$ cat config.mk
export PLATFORM = sky130hd
export DESIGN_NAME = module_mem_arbiter
export DESIGN_NICKNAME = d
export VERILOG_FILES = /design/src/rtl/module_mem_arbiter.sv
export SDC_FILE = /design/constraint.sdc
export NUM_CORES = 1
export LEC_CHECK = 0
export CAP_MARGIN = 20
export CORE_UTILIZATION = 36
export CTS_CLUSTER_SIZE = 16
export DETAILED_ROUTE_END_ITERATION = 7
export PLACE_DENSITY = 0.79
export REMOVE_ABC_BUFFERS = 1
export SLEW_MARGIN = 20
export SYNTH_ARGS = -nofsm -noshare
export SYNTH_HDL_FRONTEND = slang
export SYNTH_SLANG_ARGS = --single-unit
$ cat constraint.sdc
create_clock -name clk_i -period 2.69 [get_ports clk_i]
set_input_delay 0.4035 -clock clk_i [delete_from_list [all_inputs] [get_ports clk_i]]
set_output_delay 0.4035 -clock clk_i [all_outputs]
set_load 0.03 [all_outputs]
$ cat src/rtl/module_mem_arbiter.sv
// Arbiter sharing one single-port memory between the fetch port and the data port.
// Optional macro ARB_ROUND_ROBIN_EN: alternate grants when both ports request at once.
module module_mem_arbiter #(
  parameter int ADDR_W      = 32,
  parameter int DATA_W      = 32,
  parameter int MEM_LATENCY = 2
) (
  input  logic              clk_i,
  input  logic              rst_i,
  input  logic              if_req_i,
  input  logic [ADDR_W-1:0] if_addr_i,
  input  logic              if_cancel_i,
  output logic              if_ack_o,
  output logic [DATA_W-1:0] if_rdata_o,
  input  logic              dm_req_i,
  input  logic              dm_we_i,
  input  logic [ADDR_W-1:0] dm_addr_i,
  input  logic [DATA_W-1:0] dm_wdata_i,
  output logic              dm_ack_o,
  output logic [DATA_W-1:0] dm_rdata_o,
  output logic              mem_en_o,
  output logic              mem_we_o,
  output logic [ADDR_W-1:0] mem_addr_o,
  output logic [DATA_W-1:0] mem_wdata_o,
  input  logic [DATA_W-1:0] mem_rdata_i,
  output logic              stall_if_o,
  output logic              stall_mem_o
);
  // state   | meaning
  // IDLE    | no access; grant decision made here
  // BUSY_IF | fetch access on memory for MEM_LATENCY cycles
  // BUSY_DM | load/store access on memory for MEM_LATENCY cycles

  localparam int CNT_W = $clog2(MEM_LATENCY) + 1;
  localparam logic [CNT_W-1:0] LAST_CNT = CNT_W'(MEM_LATENCY - 1);

  typedef enum logic [1:0] {IDLE, BUSY_IF, BUSY_DM} arbState_t;

  arbState_t         state, stateNext;
  logic [CNT_W-1:0]  cnt, cntNext;
  logic [ADDR_W-1:0] addrQ, addrNext;
  logic              weQ, weNext;
  logic [DATA_W-1:0] wdataQ, wdataNext;
  logic              cancelQ, cancelNext;
  logic              ifReqValid, grantDm, grantIf, lastCycle;

  assign ifReqValid = if_req_i & ~if_cancel_i;
  assign lastCycle  = (cnt == LAST_CNT);

`ifdef ARB_ROUND_ROBIN_EN
  logic lastGrantDm;

  // On a tie the port that lost the previous grant wins.
  assign grantDm = dm_req_i & (~ifReqValid | ~lastGrantDm);
  assign grantIf = ifReqValid & ~grantDm;

  always_ff @(posedge clk_i or posedge rst_i) begin
    if (rst_i) begin
      lastGrantDm <= 1'b0;
    end else if ((state == IDLE) && (grantDm || grantIf)) begin
      lastGrantDm <= grantDm;
    end
  end
`else
  assign grantDm = dm_req_i;
  assign grantIf = ifReqValid & ~dm_req_i;
`endif

  always_ff @(posedge clk_i or posedge rst_i) begin
    if (rst_i) begin
      state   <= IDLE;
      cnt     <= '0;
      addrQ   <= '0;
      weQ     <= 1'b0;
      wdataQ  <= '0;
      cancelQ <= 1'b0;
    end else begin
      state   <= stateNext;
      cnt     <= cntNext;
      addrQ   <= addrNext;
      weQ     <= weNext;
      wdataQ  <= wdataNext;
      cancelQ <= cancelNext;
    end
  end

  always_comb begin
    stateNext   = state;
    cntNext     = cnt;
    addrNext    = addrQ;
    weNext      = weQ;
    wdataNext   = wdataQ;
    cancelNext  = cancelQ;
    if_ack_o    = 1'b0;
    if_rdata_o  = '0;
    dm_ack_o    = 1'b0;
    dm_rdata_o  = '0;
    mem_en_o    = 1'b0;
    mem_we_o    = 1'b0;
    mem_addr_o  = '0;
    mem_wdata_o = '0;
    case (state)
      IDLE: begin
        cntNext    = '0;
        cancelNext = 1'b0;
        if (grantDm) begin
          stateNext = BUSY_DM;
          addrNext  = dm_addr_i;
          weNext    = dm_we_i;
          wdataNext = dm_wdata_i;
        end else if (grantIf) begin
          stateNext = BUSY_IF;
          addrNext  = if_addr_i;
          weNext    = 1'b0;
          wdataNext = '0;
        end
      end
      BUSY_IF: begin
        mem_en_o   = 1'b1;
        mem_addr_o = addrQ;
        cntNext    = cnt + CNT_W'(1);
        cancelNext = cancelQ | if_cancel_i;
        if (lastCycle) begin
          // A cancel in the final cycle also drops the ack.
          if_ack_o   = ~(cancelQ | if_cancel_i);
          if_rdata_o = if_ack_o ? mem_rdata_i : '0;
          stateNext  = IDLE;
          cntNext    = '0;
          cancelNext = 1'b0;
        end
      end
      BUSY_DM: begin
        mem_en_o    = 1'b1;
        mem_we_o    = weQ;
        mem_addr_o  = addrQ;
        mem_wdata_o = wdataQ;
        cntNext     = cnt + CNT_W'(1);
        if (lastCycle) begin
          dm_ack_o   = 1'b1;
          dm_rdata_o = weQ ? '0 : mem_rdata_i;
          stateNext  = IDLE;
          cntNext    = '0;
        end
      end
      default: stateNext = IDLE;
    endcase
  end

  // Stalls are gated by reset so every output is zero while reset is held.
  assign stall_if_o  = ~rst_i & if_req_i & ~if_ack_o & ~if_cancel_i;
  assign stall_mem_o = ~rst_i & dm_req_i & ~dm_ack_o;

endmodule
## Word level (Yosys, flattened, before mapping)

Cells that the tools add are included.

| word-level totals | value |
|---|---|
| input bits | 134 |
| output and inout bits | 134 |
| bits in registers | 70 |

| cells by class | value |
|---|---|
| muxes and demuxes | 28 |
| add/subtract/negate cells | 1 |
| bitwise gates (word level) | 14 |
| reduce and logical (&&, ||, !) cells | 7 |
| eq/ne operators | 5 |

Operators with widths:

| kind | number |
|---|---|
| $mux W32 | 12 |
| $mux W1 | 9 |
| $mux W2 | 4 |
| $pmux W2 S2 | 2 |
| $and A1 B1 Y1 | 7 |
| $not A1 Y1 | 6 |
| $reduce_bool A2 Y1 | 3 |
| $eq A2 B1 Y1 const B | 2 |
| $reduce_and A2 Y1 | 2 |
| $ne A3 B3 Y1 const B | 1 |
| $add A2 B1 Y2 const B | 1 |
| $eq A2 B2 Y1 const B | 1 |
| $logic_not A2 Y1 | 1 |
| $ne A2 B1 Y1 const B | 1 |
| $pmux W1 S2 | 1 |
| $reduce_or A2 Y1 | 1 |
| $or A1 B1 Y1 | 1 |

## Longest topological paths before layout

Gate-level depths: netlist of the first run.

| logic depth | value |
|---|---|
| word-level depth | 7 |
| mapped depth | 6 |
| mapped depth without buffers | 5 |

## Worst setup path after synthesis of the first run

Ideal clock, no wire load.

| timing path | value |
|---|---|
| path kind | register to output |
| from | reg state[0] |
| to | out stall_mem_o |
| stages on the path, launching flop included | 5 |
| arrival time | 1.704 ns |
| slack | 0.583 ns |
| cells stage by stage | dfrtp_1 inv_1 ha_1 and2_1 nor3b_1 |

| on the way | value |
|---|---|
| word-level cells in the longest chain between the ends | 4 |

RTL lines:

| element | line | text |
|---|---|---|
| start: declaration | 39 | `arbState_t state, stateNext;` |
| start signal: assignment | 78 | `state <= stateNext;` |
| $eq A2 B2 Y1 | 102 | `case (state)` |
| $mux W1 | 102 |  |
| named net dm_ack_o | 19 | `output logic dm_ack_o,` |
| $not A1 Y1 | 151 | `assign stall_mem_o = ~rst_i & dm_req_i & ~dm_ack_o;` |
| $and A1 B1 Y1 | 151 |  |
| end: declaration | 27 | `output logic stall_mem_o` |

The timed path passes the listed nets, and every way through them passes these cells.

## Worst setup path after layout of the first run

| timing path | value |
|---|---|
| from | reg state[0] |
| to | out stall_mem_o |

| on the way | value |
|---|---|
| word-level cells in the longest chain between the ends | 4 |

RTL lines:

| element | line |
|---|---|
| $eq A2 B2 Y1 | 102 |
| $mux W1 | 102 |
| $not A1 Y1 | 151 |
| $and A1 B1 Y1 | 151 |

No other way between the ends.

==> results of run 1 <==
## final cells by class
class / count / area share [%]
clock inverter: 4 / 0.327
inverter: 3 / 0.163
sequential: 70 / 25.4
multi-input combinational: 253 / 29.9
clock buffer: 12 / 2.11
tap: 140 / 2.54
timing repair buffer: 276 / 39.5
## state kept, by name, indices dropped and copies added, names as in the netlist
register	count
addrQ	32
wdataQ	32
cnt	2
state	2
cancelQ	1
weQ	1
## power by group
group	leakage [uW]	total, uW	internal [uW]	switching [uW]
clock	0.0000861	746	356	390
sequential	0.000855	1790	1550	245
combinational	0.00269	3790	1760	2040
## Yosys cell counts
cell type	number
o21a_1	1
nor2b_1	3
nand2b_4	1
nand2b_1	3
buf_2	9
o2bb2a_1	1
nor3b_2	1
and2_1	131
o21ai_2	1
buf_6	5
buf_4	2
nor3b_1	1
nand2_1	1
mux2_2	47
mux2_1	18
a22o_1	33
dfrtp_1	70
o2bb2ai_1	1
ha_1	4
clkbuf_1	12
nor3_1	1
inv_1	3
a22oi_1	2
nor4b_4	1
a21oi_1	2
## path summary, 6_finish.rpt
check | to | slack, ns | cells past startpoint
hold reg to reg | addrQ[19] | 0.48 | 1
setup / recovery | stall_mem_o | 0.13 | 5
max in group asynchronous | addrQ[3] | 1.58 | 3
setup reg to reg | addrQ[22] | 0.97 | 5
hold / removal | addrQ[19] | 0.48 | 1
min in group asynchronous | cancelQ | 0.51 | 2
## placed cells by master (no fill, tap or decap)
master,n
mux2_1,18
dfrtp_1,70
nor2b_1,3
buf_4,69
and2_1,131
nand2b_4,1
nand2b_1,3
mux2_2,47
dlygate4sd2_1,4
inv_2,1
o2bb2a_1,1
nor3b_2,1
clkbuf_8,10
clkinv_2,3
dlymetal6s2s_1,41
clkinvlp_4,1
ha_1,4
a22oi_1,2
nor3b_1,1
clkbuf_1,2
nor3_1,1
nand2_1,1
o2bb2ai_1,1
buf_6,1
a21oi_1,2
o21ai_4,1
buf_12,4
nor4b_4,1
buf_2,1
o21a_1,1
clkdlybuf4s50_1,156
inv_1,2
a22o_1,33
## through the flow
step | cell area [sq um] | worst slack [ns] | utilization, % | power (uW)
floorplan | 3820 | 0.112 | - | 4050
global placement | 6620 | 0.255 | 61.4 | 5640
detailed placement | 6620 | 0.267 | 61.4 | 5700
CTS | 6790 | 0.00141 | 62.9 | 6440
global route | 6890 | 0.0233 | 63.9 | 6690
finish | 6890 | 0.134 | 63.9 | 6330
## per-layer routing
metal	track usage (%)	up-vias	share of wire (%)
met1	22.1	1727	37
met2	36.7	161	53
met5	0	-	0
li1	-	1710	-
met4	8.71	0	2.3
met3	4.98	22	8.1
## logic make-up after synthesis
logic type,after synthesis,share of synthesized area [%]
buffers and inverters,31,4.34
AOI/OAI and AO/OA,41,8.77
muxes,65,18.4
and+or+nand+nor,143,23.2
adders and majority gates,4,1.26
DFF,70,44.0
==> run metrics, run 1 <==
status finished, final reports clean; # DRC 0; # port buffers about 270; number of setup violations in the final report 0; clock sink count 70; Pwr per Cell Area 918 mW/mm^2; vias per cell roughly 4.8; Detailed Route Iter0 Violations around 170; worst-margin pin slew a little under 0.6 ns; fin nets roughly 750; largest net degree at the start of global routing 66; synthesized instance count 354; Rel. slew slack 60.6%; f_max 0.391 GHz; maximum vdd drop ~450 uV; Netlist cell types 25; first-pass GRT wire length about 18000 microns; Crit path largest cell delay 0.72 ns; Crit path arrival time around 2.2 ns; GPL Wtd Cong roughly 0.80; Setup Skew between 0.007 and 0.008 ns; setup total negative slack 0 ns; Clk pin slew, worst setup/hold paths ~0.07 ns; cell area after synthesis ~0.004 sq mm; gr ovfl total 0; TritonCTS clock tree yes; Initial Util a little under two fifths; startpoint types register; row count 38; hold buffers post-CTS 0; crit end category output port; largest cells by area after synthesis dfrtp_1 44%, and2_1 21%, mux2_2 13%, a22o_1 7.3%, mux2_1 5.1%; min Tclk post-route roughly 2.6 ns; Post-CTS Resized 4; area leader, netlist dfrtp_1; drt first pass iters 4; yosys warns 0; Post-Route WL 11600 microns; initial antenna violation count 0; count of final max-slew check failures 0; unrepaired setup endpoints after global routing false; Syn Area/Cell 11.2 sq um; CP Data Required Time between 2 and 2.5 ns; Crit path buffers/inverters 2; final std cells w/o fill about 760; CP top delay family buffers and inverters; die area around 0.011 sq mm; Post-CTS Setup Repair Bufs 0; DR vias ~3600; gr usage total between 20% and 30%; I/O Pins 268; Lkg Pwr between 0.003 and 0.004 uW; Clk Latency, worst-skew pair approximately 0.34 ns; width of the die 107 microns; register area between 0.0015 and 0.002 sq mm; Fin Hold WS 0.485 ns; Die Ht 107 microns; max-cap check violation count 0; Final ANT Viol Nets 0; fraction of layout cells with a size suffix above 1 between 20 and 25%; placed cell count between 700 and 800; kind of critical path register to output port; Hold Vio Cnt, Final 0; register area share after synthesis 44.0%; worst-path cell chain inv_1 -> ha_1 -> and2_1 -> nor3b_1 -> clkdlybuf4s50_1; worst hold path type register to register; core area 0.0108 sq mm; Crit Path Max Fanout 4; multi-input logic area slightly above 0.002 sq mm; period utilization a little over nine tenths; Synth top area share around 44%; ANT cells 0; RR Startpoint state[0]; #FFs+latches synth 70; Crit. Startpoint state[0]; CTS Buf Count 9; Slowest cell on crit path clkdlybuf4s50_1; synthesis-to-finish area growth 73.2%; clock root cell clkbuf_8; CTS Buffer Depth 2; CTS H-tree lvls 3; drt wl/cell between 15 and 20 microns; fill cell count 870; critical hold path startpoint addrQ[19]; via count of the first global-routing pass 3583; HPWL Detailed just under 9000 microns
No activity file was read; power rests on OpenSTA's default activity.
==> inputs of run 2 (changes only) <==
CTS_CLUSTER_DIAMETER = 150   (was default)
clock period = 2.8 ns   (was 2.69 ns; I/O delays follow)
==> run metrics, run 2 (synthesis results as in run 1) <==
DR vias between 3000 and 4000; Clk pin slew, worst setup/hold paths 0.08 ns; CTS Buf Count 9; Post-Route WL between 10000 and 15000 microns; Initial Util around 37%; number of setup violations in the final report 0; min Tclk post-route 2.70 ns; Rel. slew slack 64.9%; Comb power frac 58.3%; I/O Pins between 200 and 300; GPL Wtd Cong 0.802; row count 38; unrepaired setup endpoints after global routing false; biggest regs addrQ: 32 flops, wdataQ: 32 flops; NetSw roughly 2600 uW; fill cell count 862; Clk Latency, worst-skew pair 0.33 ns; Sequential Power Share 27.5%; maximum vdd drop 508 uV; Setup Skew between 0.006 and 0.007 ns; # DRC 0; Crit path arrival time between 2 and 2.5 ns; width of the die 107 microns; count of final max-slew check failures 0; drt wl/cell 15.4 microns; worst hold path type register to register; Post-CTS Setup Repair Bufs 0; # port buffers about 270; max-cap check violation count 0; CP Data Required Time between 2 and 2.5 ns; kind of critical path register to output port; HPWL Detailed 9050 microns; gr usage total between 20% and 30%; Clock Power Share 14.2%; startpoint types register; Die Ht 107 microns; first-pass GRT wire length 18200 microns; largest net degree at the start of global routing 66; clock sink count 70; drt first pass iters 4; crit end category output port; die area roughly 0.011 sq mm; Detailed Route Iter0 Violations around 230; clock root cell clkbuf_8; core area between 0.01 and 0.015 sq mm; fin nets 752; ANT cells 0; initial antenna violation count 0; Pwr per Cell Area 919 mW/mm^2; Crit Path Max Fanout 34; synthesis-to-finish area growth 72.4%; Final ANT Viol Nets 0; vias per cell 4.73; status finished, final reports clean; commonest non-fill, non-tap cell in the layout clkdlybuf4s50_1; TritonCTS clock tree yes; hold buffers post-CTS 0; switching share of total power approximately 41%; most frequent cells in the layout 188 x clkdlybuf4s50_1, 131 x and2_1, 72 x buf_4, 70 x dfrtp_1, 47 x mux2_2; Lkg Pwr 0.00320 uW; period utilization between 90% and 100%; Hold Vio Cnt, Final 0; via count of the first global-routing pass approximately 3700; fraction of layout cells with a size suffix above 1 23.1%; worst-margin pin slew 0.526 ns; f_max around 0.37 GHz; Design Power ~6300 uW; Int Power 3710 uW; CTS Buffer Depth 2; CTS H-tree lvls 3; setup total negative slack 0 ns; gr ovfl total 0
run 2: cell count changes in the layout (fill, tap and decap cells not counted), sizes merged, moves of 2 or more:
cell	delta
clkinv	-2
dlygate4sd2	-4
bufinv	+2
clkdlybuf4s50	+32
dlymetal6s2s	-28
run 2: per-layer routing:
| metal | wire [microns] | track usage [%] |
|---|---|---|
| met5 | 0 | 0 |
| met4 | 95 | 4.89 |
| met3 | 938 | 5.90 |
| met2 | 6320 | 38.4 |
| met1 | 4300 | 22.3 |
run 2: area by class of cell:
class | count | area (sq um) | area share (%)
clock buffer | 11 | 131 | 1.92
clock inverter | 5 | 83.8 | 1.22
inverter | 3 | 11.3 | 0.164
multi-input combinational | 253 | 2060 | 30.1
sequential | 70 | 1750 | 25.5
tap | 140 | 175 | 2.55
timing repair buffer | 277 | 2640 | 38.5
run 2: per-stage QoR:
step | std cells | utilization, % | worst slack (ns) | instance area, sq um | hold slack (ns)
final | 759 | 63.6 | 0.103 | 6860 | 0.501
after global routing | 759 | 63.6 | 0.000242 | 6860 | 0.513
after CTS | 759 | 63.2 | 0.0140 | 6820 | 0.501
after detailed placement | 743 | 61.2 | 0.345 | 6610 | 0.483
after global placement | 743 | 61.2 | 0.319 | 6610 | 0.469
after floorplan | 326 | - | 0.205 | 3820 | 0.456
run 2: what timing repair did:
item	4_1_cts	5_1_grt
gates resized for setup	1	14
gates cloned	0	0
endpoints found under the setup margin	3	41
run 2: worst paths after layout:
check                          start             end  slack [ns]  cells after the start
max reg2reg                 state[0]       addrQ[25]        1.07                      5
min in group asynchronous      rst_i         cancelQ        0.51                      2
min reg2reg                addrQ[16]       addrQ[16]        0.50                      1
min                        addrQ[16]       addrQ[16]        0.50                      1
max in group asynchronous      rst_i       wdataQ[9]        1.49                      3
max                         state[1]  mem_addr_o[13]        0.10                      5
run 2: worst max-delay path, stage by stage (launching register included):
cell	delay (ns)
dfrtp_1	0.40
inv_1	0.09
ha_1	0.36
buf_6	0.23
and2_1	0.16
clkdlybuf4s50_1	0.68
run 2: power groups by stage:
| stage | clock (uW) | sequential [uW] | combinational [uW] |
|---|---|---|---|
| 2_1_floorplan | 0 | 1650 | 2240 |
| 3_3_place_gp | 0 | 1710 | 3660 |
| 3_5_place_dp | 0 | 1740 | 3710 |
| 4_1_cts | 911 | 1730 | 3730 |
| 5_1_grt | 958 | 1790 | 3910 |
| 6_report | 895 | 1730 | 3680 |
